### src/rtl/uart_fifo_bus_ctrl.sv
// UART bus front-end: register file, TX/RX FIFOs, TX start handshake, irq.
// Ports: clk_i/rst_i, bus (cs_i/we_i/adr_i/dat_i/dat_o/ack_o), irq_o,
// transmitter (send_start_o/send_data_o/busy_i/tc_i), receiver
// (rc_i/pe_i/receive_data_i), config outputs uart_brr_o/uart_cr_o.
module uart_fifo_bus_ctrl #(
    parameter int DATA_BITS  = 8,
    parameter int FIFO_DEPTH = 8
) (
    input  logic                 clk_i,
    input  logic                 rst_i,
    input  logic                 cs_i,
    input  logic                 we_i,
    input  logic [31:0]          adr_i,
    input  logic [31:0]          dat_i,
    output logic [31:0]          dat_o,
    output logic                 ack_o,
    output logic                 irq_o,
    output logic                 send_start_o,
    output logic [DATA_BITS-1:0] send_data_o,
    input  logic                 busy_i,
    input  logic                 tc_i,
    input  logic                 rc_i,
    input  logic                 pe_i,
    input  logic [DATA_BITS-1:0] receive_data_i,
    output logic [15:0]          uart_brr_o,
    output logic [7:0]           uart_cr_o
);
    localparam int AW = $clog2(FIFO_DEPTH);
    localparam int CW = AW + 1;

    typedef enum logic [1:0] {TX_IDLE, TX_START, TX_BUSY} tx_state_e;

    tx_state_e state_q, state_d;
    logic [DATA_BITS-1:0] tx_mem [FIFO_DEPTH];
    logic [DATA_BITS-1:0] rx_mem [FIFO_DEPTH];
    logic [AW-1:0] tx_wr_q, tx_wr_d, tx_rd_q, tx_rd_d;
    logic [AW-1:0] rx_wr_q, rx_wr_d, rx_rd_q, rx_rd_d;
    logic [CW-1:0] tx_cnt_q, tx_cnt_d, rx_cnt_q, rx_cnt_d;
    logic tc_q, tc_d, pe_q, pe_d, rxovr_q, rxovr_d, txovr_q, txovr_d;
    logic busy_q, flush_q, flush_d, ack_q, irq_q, irq_d;
    logic [6:0] cr_q, cr_d;
    logic [15:0] brr_q, brr_d;
    logic [31:0] dat_q, dat_d, rdata;
    logic [DATA_BITS-1:0] sdata_q, sdata_d;
    logic accept, wr, rd;
    logic [2:0] sel;
    logic tx_full, tx_empty, rx_full, rx_empty;
    logic tx_push, tx_pop, rx_push, rx_pop;
    logic unused_ok;

    assign unused_ok = ^{adr_i[31:5], adr_i[1:0], dat_i[31:16]};

    assign accept   = ~cs_i & ~ack_q;
    assign sel      = adr_i[4:2];
    assign wr       = accept & we_i;
    assign rd       = accept & ~we_i;
    assign tx_full  = (tx_cnt_q == CW'(FIFO_DEPTH));
    assign tx_empty = (tx_cnt_q == '0);
    assign rx_full  = (rx_cnt_q == CW'(FIFO_DEPTH));
    assign rx_empty = (rx_cnt_q == '0);
    // Pops are held off during the flush cycle so nothing escapes a flush.
    assign tx_push  = wr & (sel == 3'd1) & ~tx_full;
    assign tx_pop   = (state_q == TX_IDLE) & cr_q[0] & ~tx_empty
                    & ~busy_i & ~flush_q;
    assign rx_push  = rc_i & cr_q[1] & ~rx_full;
    assign rx_pop   = rd & (sel == 3'd2) & ~rx_empty & ~flush_q;

    always_comb begin
        rdata = '0;
        unique case (sel)
            3'd0: rdata = {24'd0, txovr_q, rxovr_q, tx_empty, tx_full,
                           busy_q, pe_q, ~rx_empty, tc_q};
            3'd2: rdata = rx_pop ? 32'(rx_mem[rx_rd_q]) : 32'd0;
            3'd3: rdata = {16'd0, brr_q};
            3'd4: rdata = {25'd0, cr_q};
            3'd5: rdata = {16'd0, 8'(rx_cnt_q), 8'(tx_cnt_q)};
            default: rdata = '0;
        endcase
    end

    always_comb begin
        tx_wr_d  = tx_wr_q;
        tx_rd_d  = tx_rd_q;
        tx_cnt_d = tx_cnt_q;
        rx_wr_d  = rx_wr_q;
        rx_rd_d  = rx_rd_q;
        rx_cnt_d = rx_cnt_q;
        if (tx_push) tx_wr_d = tx_wr_q + 1'b1;
        if (tx_pop)  tx_rd_d = tx_rd_q + 1'b1;
        if (tx_push && !tx_pop) tx_cnt_d = tx_cnt_q + 1'b1;
        if (!tx_push && tx_pop) tx_cnt_d = tx_cnt_q - 1'b1;
        if (rx_push) rx_wr_d = rx_wr_q + 1'b1;
        if (rx_pop)  rx_rd_d = rx_rd_q + 1'b1;
        if (rx_push && !rx_pop) rx_cnt_d = rx_cnt_q + 1'b1;
        if (!rx_push && rx_pop) rx_cnt_d = rx_cnt_q - 1'b1;
        if (flush_q) begin
            tx_wr_d  = '0;
            tx_rd_d  = '0;
            tx_cnt_d = '0;
            rx_wr_d  = '0;
            rx_rd_d  = '0;
            rx_cnt_d = '0;
        end
    end

    // Sticky flags: clear first, then set, so a same-cycle set wins.
    always_comb begin
        tc_d    = tc_q;
        pe_d    = pe_q;
        rxovr_d = rxovr_q;
        txovr_d = txovr_q;
        cr_d    = cr_q;
        brr_d   = brr_q;
        flush_d = 1'b0;
        if (wr && sel == 3'd0) begin
            tc_d    = tc_q & dat_i[0];
            pe_d    = pe_q & dat_i[2];
            rxovr_d = rxovr_q & dat_i[6];
            txovr_d = txovr_q & dat_i[7];
        end
        if (wr && sel == 3'd3 && !cr_q[0]) brr_d = dat_i[15:0];
        if (wr && sel == 3'd4) begin
            cr_d    = dat_i[6:0];
            flush_d = dat_i[7];
        end
        if (tc_i) tc_d = 1'b1;
        if (pe_i) pe_d = 1'b1;
        if (rc_i && cr_q[1] && rx_full) rxovr_d = 1'b1;
        if (wr && sel == 3'd1 && tx_full) txovr_d = 1'b1;
    end

    // irq tracks the state the registers take on at the same edge.
    always_comb begin
        irq_d = (tc_d & cr_d[2]) | (pe_d & cr_d[3])
              | ((rx_cnt_d != '0) & cr_d[4])
              | ((tx_cnt_d == '0) & cr_d[5])
              | ((rxovr_d | txovr_d) & cr_d[6]);
        dat_d = rd ? rdata : dat_q;
    end

    always_comb begin
        state_d = state_q;
        sdata_d = sdata_q;
        unique case (state_q)
            TX_IDLE: if (tx_pop) begin
                state_d = TX_START;
                sdata_d = tx_mem[tx_rd_q];
            end
            TX_START: if (busy_i) state_d = TX_BUSY;
            TX_BUSY:  if (!busy_i) state_d = TX_IDLE;
            default:  state_d = TX_IDLE;
        endcase
    end

    always_ff @(posedge clk_i) begin
        if (tx_push) tx_mem[tx_wr_q] <= dat_i[DATA_BITS-1:0];
        if (rx_push) rx_mem[rx_wr_q] <= receive_data_i;
    end

    always_ff @(posedge clk_i or posedge rst_i) begin
        if (rst_i) begin
            state_q  <= TX_IDLE;
            tx_wr_q  <= '0;
            tx_rd_q  <= '0;
            tx_cnt_q <= '0;
            rx_wr_q  <= '0;
            rx_rd_q  <= '0;
            rx_cnt_q <= '0;
            tc_q     <= 1'b0;
            pe_q     <= 1'b0;
            rxovr_q  <= 1'b0;
            txovr_q  <= 1'b0;
            busy_q   <= 1'b0;
            flush_q  <= 1'b0;
            ack_q    <= 1'b0;
            irq_q    <= 1'b0;
            cr_q     <= '0;
            brr_q    <= '0;
            dat_q    <= '0;
            sdata_q  <= '0;
        end else begin
            state_q  <= state_d;
            tx_wr_q  <= tx_wr_d;
            tx_rd_q  <= tx_rd_d;
            tx_cnt_q <= tx_cnt_d;
            rx_wr_q  <= rx_wr_d;
            rx_rd_q  <= rx_rd_d;
            rx_cnt_q <= rx_cnt_d;
            tc_q     <= tc_d;
            pe_q     <= pe_d;
            rxovr_q  <= rxovr_d;
            txovr_q  <= txovr_d;
            busy_q   <= busy_i;
            flush_q  <= flush_d;
            ack_q    <= ~cs_i;
            irq_q    <= irq_d;
            cr_q     <= cr_d;
            brr_q    <= brr_d;
            dat_q    <= dat_d;
            sdata_q  <= sdata_d;
        end
    end

    assign dat_o        = dat_q;
    assign ack_o        = ack_q;
    assign irq_o        = irq_q;
    assign send_start_o = (state_q == TX_START);
    assign send_data_o  = sdata_q;
    assign uart_brr_o   = brr_q;
    assign uart_cr_o    = {flush_q, cr_q};
endmodule

### config.mk
export PLATFORM = sky130hd
export DESIGN_NAME = uart_fifo_bus_ctrl
export DESIGN_NICKNAME = d
export VERILOG_FILES = /design/src/rtl/uart_fifo_bus_ctrl.sv
export SDC_FILE = /design/constraint.sdc
export NUM_CORES = 1
export LEC_CHECK = 0
export ABC_AREA = 1
export CORE_AREA = 2 2 152 154
export CTS_CLUSTER_DIAMETER = 120
export DETAILED_ROUTE_END_ITERATION = 10
export DIE_AREA = 0 0 154 156
export DONT_BUFFER_PORTS = 1
export PLACE_DENSITY_LB_ADDON = 0.25
export SYNTH_ARGS = -nofsm -noshare
export SYNTH_HDL_FRONTEND = slang
export SYNTH_SLANG_ARGS = --single-unit
export TNS_END_PERCENT = 20
### constraint.sdc
create_clock -name clk_i -period 6.29 [get_ports clk_i]
set_clock_uncertainty 0.1 [all_clocks]
set_input_delay 0.629 -clock clk_i [delete_from_list [all_inputs] [get_ports clk_i]]
set_output_delay 0.629 -clock clk_i [all_outputs]
set_load 0.02 [all_outputs]
# Word level (Yosys, flattened, before mapping)
# Memories as Yosys holds them, arrays and structs flattened. A register that Yosys moved wholly into a read port is not among the register bits.
# Index checks and enable logic that the tools add are counted.
[word_totals]
elab_cells = 141
mem_count = 2
in_bits = 80
out_inout_bits = 67
ram_bits = 128
ff_bits = 85
[memory_table]
columns = ["name", "depth", "width", "read_ports", "rd_ports_with_merged_regs", "wr", "line_no", "source"]
rows = [
  ["rx_mem", 8, 8, 1, 0, 1, "35", "logic [DATA_BITS-1:0] rx_mem [FIFO_DEPTH];"],
  ["tx_mem", 8, 8, 1, 1, 1, "34", "logic [DATA_BITS-1:0] tx_mem [FIFO_DEPTH];"],
]
[classes]
mux = 34
n_eq_ne = 12
reduce_logical = 29
bitwise = 37
n_addsub = 8
[ops]
columns = ["operator", "n"]
rows = [
  ["$pmux W16 S5", 1],
  ["$mux W3", 8],
  ["$mux W4", 6],
  ["$and A1 B1 Y1", 23],
  ["$mux W1", 13],
  ["$add A3 B1 Y3 const B", 4],
  ["$logic_and A1 B1 Y1", 12],
  ["$logic_not A4 Y1", 3],
  ["$not A1 Y1", 9],
  ["$add A4 B1 Y4 const B", 2],
  ["$eq A4 B4 Y1 const B", 2],
  ["$mux W8", 1],
  ["$reduce_bool A2 Y1", 4],
  ["$sub A4 B1 Y4 const B", 2],
  ["$mux W7", 1],
  ["$eq A3 B2 Y1 const B", 2],
  ["$eq A3 B3 Y1 const B", 2],
  ["$mux W2", 3],
  ["$pmux W2 S3", 1],
  ["$logic_not A1 Y1", 5],
  ["$or A1 B1 Y1", 5],
  ["$ne A2 B2 Y1 const B", 2],
  ["$reduce_bool A4 Y1", 1],
  ["$eq A3 B1 Y1 const B", 1],
  ["other kinds (7)", 7],
]

# Depth between registers and ports, before layout
# Gate-level depths: netlist of run 1.
[depth]
depth_word = 16
mapped_depth = 14
depth_no_buf = 14

# Worst setup path before layout of run 1
# Ideal clock, no wire load.
[synth_path]
kind = "input to register"
from = "input port cs_i"
to = "memory tx_mem[0][0] (enable)"
setup_time_ps = 383
t_arrival_ps = 1979
setup_slack_ps = 3828
n_path_buf = 0
cell_stages = 7
required_time_ps = 5807
path_cell_list = "inv_2 nand2_1 nor2_2 nand2_1 nor2_4 nand2_1 nor3_1"
[synth_via]
elab_chain_cells = 7
[synth_lines]
columns = ["element", "line_no", "source"]
rows = [
  ["from (decl)", "11", "input logic cs_i,"],
  ["$not A1 Y1", "53", "assign accept = ~cs_i & ~ack_q;"],
  ["$and A1 B1 Y1", "53", ""],
  ["$and A1 B1 Y1", "55", "assign wr = accept & we_i;"],
  ["$and A1 B1 Y1 (2 in series)", "62", "assign tx_push = wr & (sel == 3'd1) & ~tx_full;"],
  ["$mux W1", "156", "if (tx_push) tx_mem[tx_wr_q] <= dat_i[DATA_BITS-1:0];"],
  ["$mux W1 (implied by the code)", "156", ""],
  ["to (decl)", "34", ""],
]
# No other way between the ends.

# Final worst setup path of run 1
[layout_path]
from = "register rx_rd_q[0]"
to = "register dat_q[5] (netlist: dat_o[5])"
[layout_via]
elab_chain_cells = 3
[layout_lines]
columns = ["element", "line_no", "source"]
rows = [
  ["from (decl)", "37", "logic [AW-1:0] rx_wr_q, rx_wr_d, rx_rd_q, rx_rd_d;"],
  ["from (signal assigned)", "187", "rx_rd_q <= rx_rd_d;"],
  ["$mem_v2 Z8 W8", "-", ""],
  ["$mux W8", "73", "3'd2: rdata = rx_pop ? 32'(rx_mem[rx_rd_q]) : 32'd0;"],
  ["$pmux W16 S5", "70", "unique case (sel)"],
  ["to (signal assigned)", "199", "dat_q <= dat_d;"],
  ["to (decl)", "43", "logic [31:0] dat_q, dat_d, rdata;"],
]
# No other way between the ends.
# A chain may end at the register's enable or synchronous reset.

==> results of run 1 <==
cell usage in the layout, fill, tap and decap left out, types with 2 or more instances in the layout:
cell       netlist  routed
a211oi_1         2       2
a21o_1           4       4
a21oi_1         19      19
a31oi_1          4       4
buf_4           17      11
bufinv_16        0       3
clkbuf_1        24       2
clkbuf_16        0      23
clkinv_1         4       6
clkinv_2         0      10
conb_1           1      16
dfrtp_1         77      77
edfxtp_1       128     128
ha_1             8       8
inv_1           62      61
inv_2            3       3
nand2_1        129     129
nand2_2          2       2
nand2_4          2       2
nand3_1         42      42
nand3_2          2       2
nand4_1          3       3
nor2_1         110     110
nor2_2           2       2
nor3_1          12      11
nor3_4           2       2
o211ai_1        24      24
o21ai_0        102     102
o21ai_1          2       2
o221ai_1         8       8
o22ai_1         12      12
xnor2_1          2       2
xor2_1           3       3
state kept, by name (all words and copies together), names as in the netlist, 2 cells and up:
name         cells
tx_mem          64
dat_o           16
rx_rd_q          3
state_q          2
uart_brr_o      16
cr_q             7
rx_cnt_q         4
tx_rd_q          3
rx_mem          64
rx_wr_q          3
tx_cnt_q         4
send_data_o      8
tx_wr_q          3
report_power, final:
group | internal (mW) | switching (mW)
combinational | 0.243 | 0.479
sequential | 1.58 | 0.248
clock | 0.807 | 0.538
kinds of logic after synthesis:
group / count (synthesis)
xor gates and xnor gates: 5
buffers and inverters: 115
and+or+nand+nor: 308
adders and majority gates: 8
other: 1
AOI/OAI and AO/OA: 179
muxes: 1
DFF: 205
area by class of cell:
cell class              instances  area [µm²]
flip-flops and latches        205        5771
fillers                      2083       12580
clock buffers                  26       596.8
inverters                      69       260.3
clock inverters                15       162.7
repair buffers                 11       82.58
well taps                     285       356.6
multi-input cells             517        2559
layer usage:
metal  track usage (%)  routed length (µm)
met1             23.37                9311
met2             27.08                9590
met3             3.944                1195
met4             4.628                 461
met5                 0                   0
through the flow:
step	hold WS [ns]	worst slack (ns)	cell area (µm²)	power [mW]	utilization (%)
4_1_cts	0.005190	2.698	9788	3.933	43.77
2_1_floorplan	0.3822	3.594	8828	2.382	-
6_report	0.02338	2.756	9788	3.898	43.77
3_5_place_dp	0.4184	2.651	9029	2.582	40.37
3_3_place_gp	0.4075	2.744	9029	2.570	40.37
5_1_grt	0.008901	2.291	9788	4.110	43.77
final timing paths:
kind	to	cells past startpoint	slack [ns]
worst max-delay path	dat_o[5]	7	2.76
worst max register to register	dat_o[5]	7	2.76
max in group asynchronous	tx_wr_q[2]	2	5.24
worst min register to register	tc_q	2	0.43
worst min-delay path	busy_q	0	0.02
min in group asynchronous	uart_brr_o[2]	2	0.18
worst reg2reg max path, stage by stage (launching register included):
cell	delay, ns
dfrtp_1	1.08
clkinv_1	1.09
o21ai_0	0.47
o211ai_1	0.15
nand3_1	0.19
nand3_1	0.13
a21oi_1	0.14
o21ai_0	0.08
==> flow_metrics.env, run 1 <==
export IMPL_hold_buffers=0
export IMPL_tightestPinTransition_ns=1.113
export IMPL_synthTopCellsByArea="edfxtp_1 44%, dfrtp_1 22%, o21ai_0 5.8%, nand2_1 5.5%, nor2_1 4.7%"
export IMPL_hold_path_class="input port to register"
export IMPL_p_leak_nw=3.945
export IMPL_cts_max_level=1
export IMPL_yosys_register_bits=205
export IMPL_coreArea_um2=22370
export IMPL_max_stage_delay_ns=1.08
export IMPL_worstHoldStart="busy_i"
export IMPL_ys_seq_area_share_pct=65.78
export IMPL_via_per_inst=5.204
export IMPL_synth_top_area_share_pct=43.82
export IMPL_dp_cells=1087
export IMPL_hold_viol_final=0
export IMPL_finalSetupTns_ns=0
export IMPL_gr_usage_all_layers_pct=16.95
export IMPL_ir_drop_uv=230.4
export IMPL_synth_edf_count=128
export IMPL_start_util_pct=39.22
export IMPL_die_y_um=156
export IMPL_grt_overflow_total=0
export IMPL_synth_most_common_cell="nand2_1"
export IMPL_ctsRootBufferMaster="clkbuf_16"
export IMPL_grt_pass1_wl_um=31550
export IMPL_syn_to_final_growth_pct=11.58
export IMPL_synth_area_leader_cell="edfxtp_1"
export IMPL_critical_path_top_delay_family="flip-flops"
export IMPL_cp_arrival_ns=3.84
export IMPL_rsz0062_at_grt="no"
export IMPL_dp_hpwl_um=13280
export IMPL_layout_min_cycle_time_ns=3.534
export IMPL_end_kind="register"
export IMPL_cts_setup_buffers=0
export IMPL_synth_xor_area_share_pct=0.4992
export IMPL_cts_tree="yes"
export IMPL_power_density_nw_per_um2=398.2
export IMPL_ant_nets=0
export IMPL_synth_warnings=0
export IMPL_critical_path_startpoint="rx_rd_q[0]"
export IMPL_grt_max_degree=78
export IMPL_antenna_found_initial=0
export IMPL_required_ns=6.59
export IMPL_drt_initial_drc_count=492
export IMPL_synthAdderAreaFrac_pct=1.141
export IMPL_maxCapViolCount=0
export IMPL_status="complete, no violations"
export IMPL_synthTopCellsByCount="129 x nand2_1, 128 x edfxtp_1, 110 x nor2_1"
export IMPL_drt_total_wl_um=20560
export IMPL_fp_row_count=55
export IMPL_drtPass1Iterations=5
export IMPL_final_nets=915
export IMPL_synth_top_family_by_area="simple AND/OR/NAND/NOR gates"
export IMPL_post_drt_wl_per_cell_um=18.23
export IMPL_grt_pass1_vias=5507
export IMPL_cts_path_max_buffers=3
export IMPL_cp_buffers_inverters=1
export IMPL_critPathLaunchType="register"
export IMPL_fmax_ghz=0.2830
export IMPL_cts_sinks=205
export IMPL_synth_cells=822
export IMPL_insertion_delay_ns=0.53
export IMPL_cts_clk_slew_worst_paths_ns=0.06
export IMPL_ys_async_sr_fraction_pct=37.56
export IMPL_numCtsBuffers=23
export IMPL_antenna_cells=0
export IMPL_netlist_area_um2=8772
export IMPL_muxShareOfSynthArea_pct=0.1284
export IMPL_yosys_area_share_simple_pct=14.93
export IMPL_numPortBuffers=0
export IMPL_maxSlewViolCount=0
export IMPL_gp_congestion=0.8321
export IMPL_crit_chain="clkinv_1 -> o21ai_0 -> o211ai_1 -> nand3_1 -> nand3_1 -> a21oi_1 -> o21ai_0"
export IMPL_relSlewSlack_pct=25.80
export IMPL_ys_types=38
export IMPL_drc=0
export IMPL_vias=5870
export IMPL_num_io_pins=147
export IMPL_die_w_um=154
export IMPL_crit_slowest_cell="dfrtp_1"
export IMPL_synth_top_flop_cell="edfxtp_1"
export IMPL_finalCritPeriodShare_pct=56.18
export IMPL_fp_dieArea_um2=24020
export IMPL_worstPathMaxFanout=34
export IMPL_synth_compound_area_share_pct=11.72
export IMPL_post_cts_resized=0
export IMPL_r2r_start="rx_rd_q[0]"
export IMPL_fin_cells=1128
export IMPL_drive_gt1_share_pct=7.829
export IMPL_syn_area_per_cell_um2=10.67
export IMPL_finalSetupViolCount=0
export IMPL_path_class="register to register"
Power figures use the tool's default switching activity.
==> inputs of run 2 (changes only) <==
==> constraint.sdc (replaced) <==
create_clock -name clk_i -period 3.68 [get_ports clk_i]
set_clock_uncertainty 0.1 [all_clocks]
set_input_delay 0.368 -clock clk_i [delete_from_list [all_inputs] [get_ports clk_i]]
set_output_delay 0.368 -clock clk_i [all_outputs]
set_load 0.02 [all_outputs]
==> run 2 against run 1 <==
Combinational power increased by 89%. Flip-flop and latch count unchanged. Register-to-register slack got worse by 1.7 ns. Highest routed layer unchanged. Final cell count increased by 4.1%. Largest cell class unchanged. Largest power group unchanged. Cell area increased by 3.5%.
==> flow_metrics.env, run 2 (synthesis gave the netlist of run 1 again) <==
export IMPL_status="complete, no violations"
export IMPL_cts_sinks=205
export IMPL_numCtsBuffers=23
export IMPL_critical_path_top_delay_family="simple AND/OR/NAND/NOR gates"
export IMPL_ctsRootBufferMaster="clkbuf_16"
export IMPL_path_class="register to register"
export IMPL_crit_chain="inv_1 -> ha_1 -> nand3_1 -> nand2_1 -> inv_1 -> nand2_1 -> nor2_1"
export IMPL_fp_dieArea_um2=24020
export IMPL_layout_min_cycle_time_ns=2.583
export IMPL_drt_total_wl_um=20930
export IMPL_drive_gt1_share_pct=8.211
export IMPL_critPathLaunchType="register"
export IMPL_via_per_inst=5.173
export IMPL_final_common_cell="nand2_1"
export IMPL_grt_overflow_total=0
export IMPL_gp_congestion=0.8410
export IMPL_start_util_pct=39.22
export IMPL_gr_usage_all_layers_pct=17.06
export IMPL_end_kind="register"
export IMPL_fp_row_count=55
export IMPL_fmax_ghz=0.3871
export IMPL_num_io_pins=147
export IMPL_worstPathMaxFanout=8
export IMPL_regToRegSetupSlack_ns=1.10
export IMPL_insertion_delay_ns=0.51
export IMPL_hold_viol_final=0
export IMPL_cts_max_level=1
export IMPL_finalCritPeriodShare_pct=70.20
export IMPL_maxCapViolCount=0
export IMPL_hold_slack_ns=0.06946
export IMPL_whs_path_depth=3
export IMPL_finalSetupTns_ns=0
export IMPL_drt_initial_drc_count=418
export IMPL_r2r_start="rx_cnt_q[0]"
export IMPL_drtPass1Iterations=5
export IMPL_vias=6073
export IMPL_antenna_found_initial=0
export IMPL_cts_tree="yes"
export IMPL_crit_slowest_cell="nor2_1"
export IMPL_drc=0
export IMPL_r2r_end="rx_mem[2][6]"
export IMPL_coreArea_um2=22370
export IMPL_ant_nets=0
export IMPL_max_stage_delay_ns=0.67
export IMPL_cp_arrival_ns=2.61
export IMPL_final_nets=960
export IMPL_top_regs="rx_mem (64), tx_mem (64)"
export IMPL_rsz0062_at_grt="no"
export IMPL_tightestPinTransition_ns=0.9907
export IMPL_finalSetupViolCount=0
export IMPL_grt_pass1_vias=5683
export IMPL_die_w_um=154
export IMPL_ir_drop_uv=366.6
export IMPL_grt_max_degree=45
export IMPL_antenna_cells=0
export IMPL_p_leak_nw=4.099
export IMPL_grt_pass1_wl_um=32110
export IMPL_min_to="flush_q"
export IMPL_hold_path_class="input port to register"
export IMPL_syn_to_final_growth_pct=15.49
export IMPL_fillers=2092
export IMPL_power_mw=6.573
export IMPL_die_y_um=156
export IMPL_maxSlewViolCount=0
export IMPL_power_density_nw_per_um2=648.8
export IMPL_cts_path_max_buffers=3
export IMPL_required_ns=3.71
export IMPL_cp_buffers_inverters=2
export IMPL_cts_clk_slew_worst_paths_ns=0.06
export IMPL_reg2reg_depth=7
export IMPL_most_common_layout_cells="129 x nand2_1, 128 x edfxtp_1, 110 x nor2_1"
export IMPL_post_drt_wl_per_cell_um=17.83
export IMPL_numPortBuffers=0
export IMPL_worstHoldStart="adr_i[2]"
export IMPL_dp_hpwl_um=13860
export IMPL_relSlewSlack_pct=33.88
run 2: cell count changes in the layout (fill, tap and decap cells not counted), moves of 2 or more:
cell,delta
clkbuf_1,+4
inv_6,+2
clkinv_2,-7
bufinv_16,-2
clkinv_1,+4
dlygate4sd3_1,+30
buf_4,+15
run 2: where the power goes:
part / switching (mW) / total (mW) / internal (mW)
Clock: 0.890 / 2.11 / 1.22
Combinational: 0.911 / 1.37 / 0.463
Sequential: 0.380 / 3.08 / 2.70
Total: 2.18 / 6.57 / 4.39
run 2: how the worst max path moves through the flow:
| stage | startpoint | endpoint | depth (start not counted) |
|---|---|---|---|
| after floorplan | rst_i | ack_o | 1 |
| after global placement | rx_cnt_q[0] | rx_mem[2][1] | 7 |
| after detailed placement | rx_cnt_q[0] | rx_mem[2][1] | 7 |
| after CTS | rx_cnt_q[0] | rx_mem[2][6] | 7 |
| after global routing | rx_cnt_q[0] | rx_mem[2][6] | 7 |
| final | rx_cnt_q[0] | rx_mem[2][6] | 7 |
run 2: area by class of cell:
class,instances,area [µm²],share of cell area (%)
clock inverters,13,96.34,0.9510
repair buffers,56,495.5,4.891
well taps,285,356.6,3.520
flip-flops and latches,205,5771,56.96
multi-input cells,517,2554,25.21
inverters,69,260.3,2.569
clock buffers,29,598.1,5.903
run 2: repair_timing:
| action | CTS | global route |
|---|---|---|
| setup buffers | 0 | 0 |
| resized for setup | 0 | 0 |
| endpoints found under the hold margin | 199 | 0 |
| setup endpoints to repair | 0 | 0 |
| hold buffers | 30 | 0 |
run 2: per-layer routing:
layer | vias up | share of wire [%] | track usage, %
li1 | 2930 | - | -
met1 | 2955 | 45 | 23.86
met2 | 162 | 47 | 27.55
met3 | 26 | 6.2 | 3.472
met4 | 0 | 1.4 | 4.005
met5 | - | 0 | 0
run 2: worst min-delay path: cells and delay by family:
kind,cells,cell delay [ns]
simple gates,3,0.26
run 2: through the flow:
stage | std cells | area, µm² | utilization [%] | setup WS [ns]
4_1_cts | 1174 | 10130 | 45.30 | 1.086
5_1_grt | 1174 | 10130 | 45.30 | 0.8755
6_report | 1174 | 10130 | 45.30 | 1.097
2_1_floorplan | 837 | 8828 | - | 1.245
3_3_place_gp | 1102 | 9136 | 40.85 | 1.149
3_5_place_dp | 1102 | 9136 | 40.85 | 1.092
